--- src/rtl/sram_test_sequencer.sv ---
// SRAM exerciser: writes a generated pattern over addresses 0..COUNT-1, then
// reads it back for display and optional comparison against the same pattern.
module sram_test_sequencer #(
  parameter int unsigned DATA_W = 16,
  parameter int unsigned ADDR_W = 11,
  parameter int unsigned COUNT  = 128
) (
  input  logic              clk,
  input  logic              rst,
  input  logic              start_write,
  input  logic              start_read,
  input  logic              verify_en,
  input  logic [1:0]        mode,
  input  logic [DATA_W-1:0] seed,
  output logic [ADDR_W-1:0] mem_addr,
  output logic [DATA_W-1:0] mem_wdata,
  output logic              mem_drive,
  output logic              mem_read,
  input  logic [DATA_W-1:0] mem_rdata,
  output logic [DATA_W-1:0] rd_data,
  output logic              rd_valid,
  output logic              busy,
  output logic              done,
  output logic [ADDR_W:0]   err_count,
  output logic [ADDR_W-1:0] first_err_addr,
  output logic              err_flag
);

  localparam logic [ADDR_W-1:0] LAST_ADDR = ADDR_W'(COUNT - 1);
  localparam logic [ADDR_W-1:0] ADDR_ONE  = ADDR_W'(1);
  localparam logic [ADDR_W:0]   ERR_ONE   = (ADDR_W + 1)'(1);

  typedef enum logic [2:0] {
    IDLE    = 3'd0,
    WR_DO   = 3'd1,
    WR_SET  = 3'd2,
    RD_ADDR = 3'd3,
    RD_CAP  = 3'd4,
    DONE    = 3'd5
  } state_t;

  state_t              state;
  logic [1:0]          mode_q;
  logic [DATA_W-1:0]   seed_q;
  logic                verify_q;

  // Pattern word for address index i, wrapping modulo 2^DATA_W.
  function automatic logic [DATA_W-1:0] pattern(input logic [1:0]        m,
                                                input logic [DATA_W-1:0] s,
                                                input logic [ADDR_W-1:0] i);
    logic [DATA_W-1:0] iw;
    iw = DATA_W'(i);
    case (m)
      2'd0:    return s - iw;
      2'd1:    return s + iw;
      2'd2:    return iw;
      default: return ~iw;
    endcase
  endfunction

  always_ff @(posedge clk) begin
    if (rst) begin
      state          <= IDLE;
      mode_q         <= '0;
      seed_q         <= '0;
      verify_q       <= 1'b0;
      mem_addr       <= '0;
      mem_wdata      <= '0;
      mem_drive      <= 1'b1;
      mem_read       <= 1'b1;
      rd_data        <= '0;
      rd_valid       <= 1'b0;
      busy           <= 1'b0;
      done           <= 1'b0;
      err_count      <= '0;
      first_err_addr <= '0;
      err_flag       <= 1'b0;
    end else begin
      rd_valid <= 1'b0;
      done     <= 1'b0;
      case (state)
        IDLE: begin
          // Read wins when both starts are present.
          if (start_read) begin
            mode_q         <= mode;
            seed_q         <= seed;
            verify_q       <= verify_en;
            mem_addr       <= '0;
            mem_drive      <= 1'b0;
            mem_read       <= 1'b1;
            busy           <= 1'b1;
            err_count      <= '0;
            first_err_addr <= '0;
            err_flag       <= 1'b0;
            state          <= RD_ADDR;
          end else if (start_write) begin
            mode_q    <= mode;
            seed_q    <= seed;
            verify_q  <= verify_en;
            mem_addr  <= '0;
            mem_wdata <= pattern(mode, seed, '0);
            mem_drive <= 1'b1;
            mem_read  <= 1'b0;
            busy      <= 1'b1;
            state     <= WR_DO;
          end
        end
        WR_DO: begin
          mem_read <= 1'b1;
          state    <= WR_SET;
        end
        WR_SET: begin
          if (mem_addr == LAST_ADDR) begin
            done  <= 1'b1;
            state <= DONE;
          end else begin
            mem_addr  <= mem_addr + ADDR_ONE;
            mem_wdata <= pattern(mode_q, seed_q, mem_addr + ADDR_ONE);
            mem_read  <= 1'b0;
            state     <= WR_DO;
          end
        end
        RD_ADDR: begin
          state <= RD_CAP;
        end
        RD_CAP: begin
          // SRAM data for the address presented in RD_ADDR is valid now.
          rd_data  <= mem_rdata;
          rd_valid <= 1'b1;
          if (verify_q && (mem_rdata != pattern(mode_q, seed_q, mem_addr))) begin
            err_count <= err_count + ERR_ONE;
            err_flag  <= 1'b1;
            if (err_count == '0) begin
              first_err_addr <= mem_addr;
            end
          end
          if (mem_addr == LAST_ADDR) begin
            mem_drive <= 1'b1;
            done      <= 1'b1;
            state     <= DONE;
          end else begin
            mem_addr <= mem_addr + ADDR_ONE;
            state    <= RD_ADDR;
          end
        end
        DONE: begin
          mem_drive <= 1'b1;
          mem_read  <= 1'b1;
          busy      <= 1'b0;
          state     <= IDLE;
        end
        default: begin
          state <= IDLE;
        end
      endcase
    end
  end

endmodule
--- config.mk ---
export PLATFORM = sky130hd
export DESIGN_NAME = sram_test_sequencer
export DESIGN_NICKNAME = d
export VERILOG_FILES = /design/src/rtl/sram_test_sequencer.sv
export SDC_FILE = /design/constraint.sdc
export NUM_CORES = 1
export LEC_CHECK = 0
export ABC_CLOCK_PERIOD_IN_PS = 8300
export CAP_MARGIN = 30
export CORE_UTILIZATION = 30
export DETAILED_ROUTE_END_ITERATION = 8
export SYNTH_ARGS = -nofsm -noshare
export SYNTH_HDL_FRONTEND = slang
export SYNTH_SLANG_ARGS = --single-unit
--- constraint.sdc ---
create_clock -name clk -period 8.3 [get_ports clk]
set_clock_uncertainty 0.1 [all_clocks]
set_input_delay 1.245 -clock clk [delete_from_list [all_inputs] [get_ports clk]]
set_output_delay 1.245 -clock clk [all_outputs]
set_load 0.005 [all_outputs]
==> impl_metrics.csv <==
group,metric,value,unit
yosys,synth_seq_cells,94,
timing,tightest_slew,0.960,ns
placement,dpl.hpwl,16200,um
detailed_routing,drt-initial-drc-count,430,
yosys,synth-seq-area-share,26.9,%
min_path,hp-class,"flip-flop to flip-flop",
timing,finalHoldViolations,0,
clock_network,clkSlewWorstSetupHoldPaths,0.07,ns
yosys,synth-edff-count,0,
timing,fin_tns_setup,0,ns
floorplanning,die_y,155,um
power,vdd_drop_max,94.4,uV
timing,rsz0062_at_grt,"no",
grt,antenna_found_initial,0,
floorplanning,coreArea,22700,sq um
setup_path,critPathCaptureType,"flip-flop",
cells_and_area,stdcell_area,8550,sq um
detailed_routing,drc,0,
setup_path,slowest_stage,"or4b_2",
cells_and_area,utilization,37.6,%
yosys,netlist_top_cells_area,"dfxtp_1, a21oi_1, nand2_1, ha_1, xnor2_1",
yosys,synth_nets,1006,
placement,port_buffers,110,
yosys,ys_warn_count,0,
detailed_routing,vias,6838,
min_path,hp-start,"rd_data[12]",
placement,dpl_cell_area,8230,sq um
timing,finalMaxSlewViolations,0,
timing,relSlewSlack,35.9,%
detailed_routing,wire_per_inst,16.8,um
timing,period_share,69.7,%
setup_path,critPathKind,"flip-flop to flip-flop",
setup_path,reg2reg_depth,16,
setup_path,r2r-end,"first_err_addr[2]",
cells_and_area,multiInputGateArea,4730,sq um
cells_and_area,area_growth,22.3,%
flow_run,cap_violations,0,
timing,worst_slack,2.51,ns
clock_network,postCtsSetupBuffers,0,
detailed_routing,ant_nets,0,
placement,post-place-ws,2.57,ns
setup_path,cp.arrival,5.93,ns
power,switching_power,476,uW
setup_path,r2r_slack,2.51,ns
timing,fmax,173,MHz
detailed_routing,routed_wl,21600,um
detailed_routing,vias_per_cell,5.33,
cells_and_area,fin_nets,1072,
detailed_routing,drtPass1Iterations,5,
timing,setup_viol,0,
status,run_status,"completed",
yosys,synthCells,927,
setup_path,cpMostUsedCell,"o2111ai_1",
yosys,avgSynthCellArea,7.54,sq um
grt,grt_pass1_vias,6390,
clock_network,root_buffer,"clkbuf_16",
clock_network,htreeDepth,3,
clock_network,cts-buffers-inserted,9,
grt,overflow,0,
setup_path,critPathMaxFanout,57,
grt,grt_usage,18.0,%
yosys,synth-async-reset-ratio,0,%
yosys,syn-cell-area,6990,sq um
clock_network,cts.sinks,94,
power,p_clk_share,31.7,%
cells_and_area,fillers,2394,
clock_network,ctsHoldBuffers,0,
clock_network,cts_max_path_buffers,2,
yosys,synth_flop_cell,"dfxtp_1",
power,power_frac_comb,32.8,%
power,intPower,929,uW
min_path,whs_path_depth,2,
power,swShare,33.9,%
setup_path,path_delay_family,"compound AO/OA/AOI/OAI gates",
setup_path,cpPeakStageDelay,0.60,ns
grt,grt_pass1_wl,34000,um
floorplanning,pin_count,111,
setup_path,worstPathCellList,"buf_4, inv_1, nand2_1, o21ai_0, fa_1, a21o_1, or4b_2, nand3_1, xnor2_1, o2111ai_1, nor4bb_1, o2111ai_1, o211ai_2, nor3_1, buf_2, a32o_1",
yosys,ys_types,68,
yosys,synth_top_area_share,26.9,%
min_path,worstHoldEndpoint,"rd_data[12]",
setup_path,r2r_start,"mode_q[1]",
yosys,synth_area_leader_cell,"dfxtp_1",
power,p_per_area,164,nW/um^2
floorplanning,die_area,23900,sq um
cells_and_area,final-seq-area,1880,sq um
setup_path,cp-start-kind,"flip-flop",
cells_and_area,drive_above_1_share,4.21,%
floorplanning,die_w,155,um
setup_path,critPathBufInv,3,
setup_path,worst_ep_required_time,8.44,ns
floorplanning,initial_utilization,30.8,%
clock_network,clk_latency,0.35,ns
grt,grt_max_degree,73,
cells_and_area,diodes,0,
timing,period_needed,5.79,ns
power,sequentialPowerShare,35.5,%
power,power_leakage,0.00325,uW
clock_network,cts_tree,"built",
clock_network,post_cts_resized,0,
placement,gp_congestion,0.841,
floorplanning,row_count,55,
[power groups by stage]
stage	registers [uW]	clock network, uW	logic [uW]
global placement	509	0	458
detailed placement	509	0	460
CTS	499	457	464
floorplan	495	0	344
finish	498	446	461
global route	502	471	514
[tightest hold or removal path, stage by stage, from the launching register on]
cell,delay (ns)
dfxtp_1,0.31
nand2_1,0.05
a21oi_1,0.05
[registers in the layout, summed over array words and instances, names as in the netlist]
name            count
busy                1
done                1
err_count          12
err_flag            1
first_err_addr     11
mem_addr           11
mem_drive           1
mem_read            1
mem_wdata          16
mode_q              2
rd_data            16
rd_valid            1
seed_q             16
state               3
verify_q            1
[cells in the final DEF, fill, tap and decap left out, drive strengths merged, types with 9 or more instances in the layout]
cell           synthesis  layout
nand2b                13      13
a211oi                10      10
nor2                  73      73
clkdlybuf4s50          0     109
ha                    38      38
xor2                  33      33
and3                  11      11
o21ai                 46      46
xnor2                 44      44
inv                   31      33
o211ai                11      11
a21oi                 98      98
nor3                  17      17
a31oi                 10      10
or3                   10      10
nand3                 29      29
dfxtp                 94      94
a32o                  12      12
a21o                  14      14
nand2                130     130
nor2b                 13      13
and2                  10      10
nand4                  9       9
clkbuf                39      11
[through the flow]
step / hold WS, ns / power (uW) / instances
final: 0.353 / 1410 / 1283
after global placement: 0.343 / 967 / 1266
after detailed placement: 0.346 / 969 / 1267
after floorplan: 0.353 / 838 / 927
after CTS: 0.356 / 1420 / 1283
after global routing: 0.374 / 1490 / 1283
[layer usage]
metal,part of all wire [%],up-vias,global-route usage (%)
li1,-,3447,-
met1,44,3216,22.0
met2,49,147,31.7
met3,4.1,28,2.94
met4,2.6,0,6.79
met5,0,-,0
[worst max-delay path by stage]
stage / from / to / slack, ns / cells past startpoint
6_report: mode_q[1] / first_err_addr[2] / 2.51 / 16
5_1_grt: mode_q[1] / first_err_addr[2] / 2.01 / 17
4_1_cts: mode_q[1] / first_err_addr[2] / 2.55 / 17
3_5_place_dp: mode_q[1] / first_err_addr[10] / 2.57 / 17
3_3_place_gp: mode_q[1] / first_err_addr[2] / 2.56 / 16
2_1_floorplan: mode_q[0] / first_err_addr[7] / 3.54 / 20
[cells in the mapped netlist, drive strengths merged (9+ instances only)]
library cell	count
nand4	9
inv	31
a32o	12
a21oi	98
nor2b	13
and3	11
dfxtp	94
nor2	73
nand3	29
xnor2	44
nand2b	13
a211oi	10
clkbuf	39
xor2	33
or3	10
ha	38
a31oi	10
and2	10
a21o	14
buf	23
nand2	130
o21ai	46
o211ai	11
nor3	17
[area by class of cell]
class,instances,share of cell area [%]
Multi-Input combinational cell,740,55.3
Clock inverter,5,0.747
Sequential cell,94,22.0
Clock buffer,11,2.96
Timing Repair Buffer,117,13.4
Inverter,31,1.36
Tap cell,285,4.17
[kinds of logic (layout without fill, tap and decap cells)]
family | Yosys count | in the layout | synth area share (%)
AND/OR/NAND/NOR | 350 | 350 | 24.4
flip-flops | 94 | 94 | 26.9
multiplexers | 10 | 10 | 1.47
adder cells (fa/ha/maj) | 40 | 40 | 7.38
buffers and inverters | 93 | 164 | 5.53
XOR/XNOR | 77 | 77 | 9.65
AO/OA/AOI/OAI | 263 | 263 | 24.7
(Power assumes the default switching activity.)
